## src/rtl/shift_sched_pkg.sv

```systemverilog
// Shared definitions for the shift_sched block: FSM state encoding and
// default geometry of the stage pipeline.
package shift_sched_pkg;

  localparam int SS_DATA_W = 8;
  localparam int SS_DEPTH  = 4;

  typedef enum logic [1:0] {
    IDLE   = 2'd0,
    ACTIVE = 2'd1,
    FLUSH  = 2'd2
  } state_t;

endpackage

```

## src/rtl/rr_arb2.sv

```systemverilog
// Two-way round-robin arbiter. Grants are combinational from the requests,
// the enable and the registered last-grant pointer; the pointer moves only
// when a grant is actually issued.
module rr_arb2 (
  input  logic clk,
  input  logic reset,
  input  logic en,
  input  logic req0,
  input  logic req1,
  output logic gnt0,
  output logic gnt1
);

  // last_reg = index of the requester granted most recently (1 after reset
  // so requester 0 wins the first contention)
  logic last_reg;

  // pick the requester that was not served last when both are asking
  always_comb begin
    gnt0 = en & req0 & (~req1 | last_reg);
    gnt1 = en & req1 & (~req0 | ~last_reg);
  end

  // pointer update on grant only
  always_ff @(posedge clk) begin
    if (reset) begin
      last_reg <= 1'b1;
    end else if (gnt0) begin
      last_reg <= 1'b0;
    end else if (gnt1) begin
      last_reg <= 1'b1;
    end
  end

endmodule

```

## src/rtl/shift_sched.sv

```systemverilog
// Two-requester scheduler feeding a lock-step shift pipeline. Every stage
// advances together whenever the output stage is empty or being consumed;
// new bytes enter stage 0 from the round-robin arbiter. A small FSM tracks
// IDLE/ACTIVE/FLUSH; during FLUSH no new bytes are accepted while the
// pipeline drains naturally.
module shift_sched
  import shift_sched_pkg::*;
#(
  parameter int DATA_W = SS_DATA_W,
  parameter int DEPTH  = SS_DEPTH
) (
  input  logic              clk,
  input  logic              reset,
  input  logic              req0_valid,
  input  logic [DATA_W-1:0] req0_data,
  output logic              req0_ready,
  input  logic              req1_valid,
  input  logic [DATA_W-1:0] req1_data,
  output logic              req1_ready,
  input  logic              flush,
  output logic              out_valid,
  output logic [DATA_W-1:0] out_data,
  output logic              out_src,
  input  logic              out_ready,
  output logic [2:0]        occ,
  output logic              busy
);

  logic [DEPTH-1:0]  valid_reg;
  logic [DATA_W-1:0] data_reg [DEPTH];
  logic [DEPTH-1:0]  src_reg;
  state_t            state_reg;

  logic              adv;
  logic              arb_en;
  logic              grant;
  logic [DEPTH-1:0]  valid_next;
  logic [2:0]        occ_now;
  logic [2:0]        occ_next;

  function automatic logic [2:0] popcnt(input logic [DEPTH-1:0] v);
    logic [2:0] c;
    c = '0;
    for (int i = 0; i < DEPTH; i++) begin
      c = c + 3'(v[i]);
    end
    return c;
  endfunction

  // advance/grant qualification and occupancy before and after this edge
  always_comb begin
    adv        = ~valid_reg[DEPTH-1] | out_ready;
    arb_en     = adv & (state_reg != FLUSH) & ~flush & ~reset;
    grant      = req0_ready | req1_ready;
    valid_next = adv ? {valid_reg[DEPTH-2:0], grant} : valid_reg;
    occ_now    = popcnt(valid_reg);
    occ_next   = popcnt(valid_next);
  end

  rr_arb2 u_arb (
    .clk   (clk),
    .reset (reset),
    .en    (arb_en),
    .req0  (req0_valid),
    .req1  (req1_valid),
    .gnt0  (req0_ready),
    .gnt1  (req1_ready)
  );

  // lock-step shift of all stages; stage 0 takes the granted byte or a bubble
  always_ff @(posedge clk) begin
    if (reset) begin
      valid_reg <= '0;
      src_reg   <= '0;
      for (int i = 0; i < DEPTH; i++) begin
        data_reg[i] <= '0;
      end
    end else if (adv) begin
      valid_reg <= valid_next;
      src_reg   <= {src_reg[DEPTH-2:0], req1_ready};
      for (int i = DEPTH - 1; i > 0; i--) begin
        data_reg[i] <= data_reg[i-1];
      end
      data_reg[0] <= req1_ready ? req1_data : (req0_ready ? req0_data : '0);
    end
  end

  // state tracking; leaving ACTIVE/FLUSH looks at the occupancy after this
  // edge so busy falls on the same edge the last byte leaves
  always_ff @(posedge clk) begin
    if (reset) begin
      state_reg <= IDLE;
    end else begin
      case (state_reg)
        IDLE: begin
          if (flush) begin
            state_reg <= FLUSH;
          end else if (grant) begin
            state_reg <= ACTIVE;
          end
        end
        ACTIVE: begin
          if (flush) begin
            state_reg <= FLUSH;
          end else if ((occ_next == 3'd0) && !grant) begin
            state_reg <= IDLE;
          end
        end
        FLUSH: begin
          if (occ_next == 3'd0) begin
            state_reg <= IDLE;
          end
        end
        default: state_reg <= IDLE;
      endcase
    end
  end

  // outputs come straight from the registers, forced quiet while in reset
  always_comb begin
    out_valid = valid_reg[DEPTH-1] & ~reset;
    out_data  = data_reg[DEPTH-1];
    out_src   = src_reg[DEPTH-1];
    occ       = reset ? 3'd0 : occ_now;
    busy      = (state_reg != IDLE) & ~reset;
  end

endmodule

```

## config.mk

```make
export PLATFORM = sky130hd
export DESIGN_NAME = shift_sched
export DESIGN_NICKNAME = d
export VERILOG_FILES = /design/src/rtl/shift_sched_pkg.sv /design/src/rtl/rr_arb2.sv /design/src/rtl/shift_sched.sv
export SDC_FILE = /design/constraint.sdc
export NUM_CORES = 1
export LEC_CHECK = 0
export CORE_MARGIN = 3
export CORE_UTILIZATION = 53
export CTS_CLUSTER_DIAMETER = 60
export CTS_CLUSTER_SIZE = 8
export DETAILED_ROUTE_END_ITERATION = 16
export GPL_ROUTABILITY_DRIVEN = 0
export PLACE_DENSITY = 0.82
export SKIP_CTS_REPAIR_TIMING = 1
export SYNTH_ARGS = -nofsm -noshare
export SYNTH_HDL_FRONTEND = slang
export SYNTH_HIERARCHICAL = 1
export SYNTH_SLANG_ARGS = --single-unit
```

## constraint.sdc

```tcl
create_clock -name clk -period 10 [get_ports clk]
set_input_delay 2 -clock clk [delete_from_list [all_inputs] [get_ports clk]]
set_output_delay 2 -clock clk [all_outputs]
set_load 0.02 [all_outputs]
```

==> results.txt <==
----------------------------------------------------
[Worst hold path]
  Worst hold-check path type ... flop to flop

[Clock network]
  Clock network latency to the later pin of the worst-skew pair ... around 0.35 ns
  Sinks on Clock Net ... 43
  Clk Tree Root Cell ... clkbuf_4
  H-tree lvl count ... 2
  Clock buffer count from CTS ... 5
  Deepest clock path buffer count ... 2
  CTS tree ... built
  Clk pin slew, worst setup/hold paths ... around 0.11 ns

[Run]
  Reported max-cap violation count ... 0

[Critical path]
  Crit-path max FO ... 19
  Critical Path AT ... a little over 5 ns
  Kind of start point of the critical path ... input port
  Worst path max stage delay ... 0.78 ns
  Most numerous cell on the critical path ... clkdlybuf4s50_1
  Endpoint kind of the worst setup timing path ... output port
  Worst path bufs/invs ... 2
  Path type of the worst setup path ... input port to output port
  Cells along the critical path ... clkdlybuf4s50_1 > nand2b_1 > nor3_2 > nand2_1 > a21oi_1 > clkdlybuf4s50_1
  Required time worst endpoint ... ~8 ns
  Kind of cell with the highest combined delay on the critical path ... buffers and inverters
  CP max-delay cell ... clkdlybuf4s50_1

[Route]
  Vias ... ~1200
  Wirelength, routed ... a little over 3 mm
  Post-detailed-route count of antenna-violating nets ... 0
  Iteration count of the initial detailed-routing pass ... 4
  Via-to-Cell Ratio ... about 5.1
  DRC errors left ... 0
  Number of DRC violations after detailed-routing iteration 0 ... 100
  DR WL/cell ... roughly 13 um

[Logic synthesis]
  Area share of the leading cell type in the synthesized netlist ... 49.71%
  Gate Count Post-Synth ... 145
  Leading post-synthesis cells by cell area ... edfxtp_1 50%, dfxtp_1 11%, and2_4 9.1%, a22oi_1 3.1%, ha_1 2.6%
  Mean post-synth cell area ... 13.33 sq um
  EDFF count, synth ... 32
  Distinct cells, synth ... 29
  Sequential-to-total area share from yosys stat ... roughly three fifths
  Count of state elements after synthesis ... 43
  Yosys Warn Count ... 6
  Area leader, netlist ... edfxtp_1
  Commonest register cell after synthesis ... edfxtp_1
  Post-synth ARST share ... 0%
  Mapped Nets ... around 170
  Synthesized cell area ... 1933 sq um

[Power]
  Total power of the final layout ... just over 300 uW
  Lkg Pwr ... 0.9775 nW
  Pwr per Cell Area ... ~130 nW/um^2
  Peak VDD IR ... 0.07517 mV

[Cells and area]
  Sequential standard cell area ... roughly 1200 sq um
  Area added between synthesis and finish ... 22.72%
  Final layout net count ... approximately 210
  Core occupancy in the finished layout ... between 60% and 70%
  Fill cell total of the finished layout ... 253
  Multi-input gate area in the final layout ... a little under 700 sq um
  Fraction of final layout cells with drive strength greater than 1 ... 19.02%
  Number of flip-flops in the largest register ... 32
  Antenna Diode Count ... 0

[STA]
  Summed negative setup slack over all endpoints ... 0 ns
  Rel. slew slack ... between 40% and 50%
  Number of pins exceeding their max-slew limit in the final report ... 0
  Max frequency ... 140.8 MHz
  Fraction of the cycle the final worst path needs ... 71.03%
  Least-Margin Pin Slew ... slightly below 0.9 ns
  Setup repair after global routing missed its margin ... no
  Finish-stage setup viols ... 0
  Final worst slack ... 2.897 ns
  Hold Fails Final Rpt ... 0
  Shortest clock period the worst path allows after layout ... a little over 7 ns
  Post-route clock skew ... ~0.012 ns

[Outcome]
  Outcome ... complete, no violations

[Floorplan]
  Initial core utilization ... a little under three fifths
  Die Span Y ... between 60 and 70 um
  Std cell rows ... 21
  Area of the die ... 4408 sq um
  Die width ... 66.40 um
  Core region area ... 3416 sq um
  I/O Pins ... 38

[Placed design]
  Detailed Place HPWL ... 2.229 mm
  Count of buffers from port buffering ... 37
  Pre-CTS setup slack ... between 2 and 3 ns

[Global routing]
  Global routing usage summed across all routing layers ... 15.39%
  First-pass GRT wire length ... a little under 5 mm
  Congestion Overflow GR ... 0
  Via count of the first global-routing pass ... between 1000 and 1500
  Largest net degree at the start of global routing ... 33
  Initial antenna violation count ... 0

----------------------------------------------------
==> layout make-up <==
| type | instances | share of cell area, % |
|---|---|---|
| timing repair buffer | 38 | 15.93 |
| sequential | 43 | 49.79 |
| clock inverter | 1 | 0.2110 |
| inverter | 1 | 0.1582 |
| clock buffer | 7 | 2.321 |
| multi-input combinational | 94 | 29.17 |
| tap | 46 | 2.426 |
==> Yosys cell counts, types with 3 or more instances <==
cell      number
and2_1         4
nor2b_1        5
and2b_1        3
edfxtp_1      32
ha_1           4
a21oi_1        7
nor2_1        13
dfxtp_1       11
nor2b_4        3
a22oi_1        8
nand2_1       10
and2_4        20
buf_6          3
nand2b_1       3
==> per-layer routing <==
metal | global-route usage (%) | up-vias | part of all wire, %
met2 | 26.77 | 48 | 51
met1 | 16.22 | 546 | 40
li1 | - | 578 | -
met5 | 0 | - | 0
met4 | 9.137 | 0 | 2.5
met3 | 4.592 | 8 | 6.5
==> worst min-delay path, delay by kind of cell, from the launching register on <==
family	cells	cell delay [ns]
DFF	1	0.33
and+or+nand+nor	1	0.05
AOI/OAI and AO/OA	1	0.05
==> where the power goes <==
group | internal, mW | total (mW) | leakage, nW | switching [mW]
combinational | 0.0151 | 0.0273 | 0.460 | 0.0122
clock | 0.0341 | 0.0856 | 0.0353 | 0.0515
sequential | 0.193 | 0.195 | 0.482 | 0.00188
==> worst paths after layout <==
kind / startpoint / end / slack, ns / depth (start not counted)
worst max-delay path: reset / req1_ready / 2.90 / 6
worst min-delay path: src_reg[0] / src_reg[1] / 0.46 / 2
worst max register to register: valid_reg[3] / state_reg[0] / 5.78 / 13
worst min register to register: src_reg[0] / src_reg[1] / 0.46 / 2
==> cell usage in the layout (no fill, tap or decap), types with 2 or more instances in the layout <==
cell type	netlist	routed
fa_1	2	2
and2b_1	3	3
clkdlybuf4s50_1	0	37
ha_1	4	4
mux2_4	2	2
edfxtp_1	32	32
and2_1	4	4
a21oi_1	7	7
nor2b_1	5	5
nand2b_1	3	3
and2_4	20	20
nand2_1	10	10
nor2b_4	3	3
clkbuf_4	0	5
nor2_1	13	13
nor3_1	2	2
a22oi_1	8	8
dfxtp_1	11	11
==> per-stage QoR <==
stage,std cells,area [sq um],hold slack (ns)
final,230,2372,0.4650
after global routing,230,2372,0.5048
after CTS,230,2372,0.4591
after detailed placement,222,2312,0.4487
after global placement,222,2312,0.4396
after floorplan,145,1933,0.4310
==> cells by family (layout without fill, tap and decap cells) <==
| logic type | after synthesis | in the layout | share of synthesized area, % |
|---|---|---|---|
| buf+inv | 8 | 47 | 3.106 |
| mux | 2 | 2 | 1.553 |
| fa+ha+maj | 6 | 6 | 4.660 |
| flops | 43 | 43 | 61.10 |
| compound gates | 17 | 17 | 5.761 |
| simple gates | 69 | 69 | 23.82 |
No activity file was read; power rests on OpenSTA's default activity.
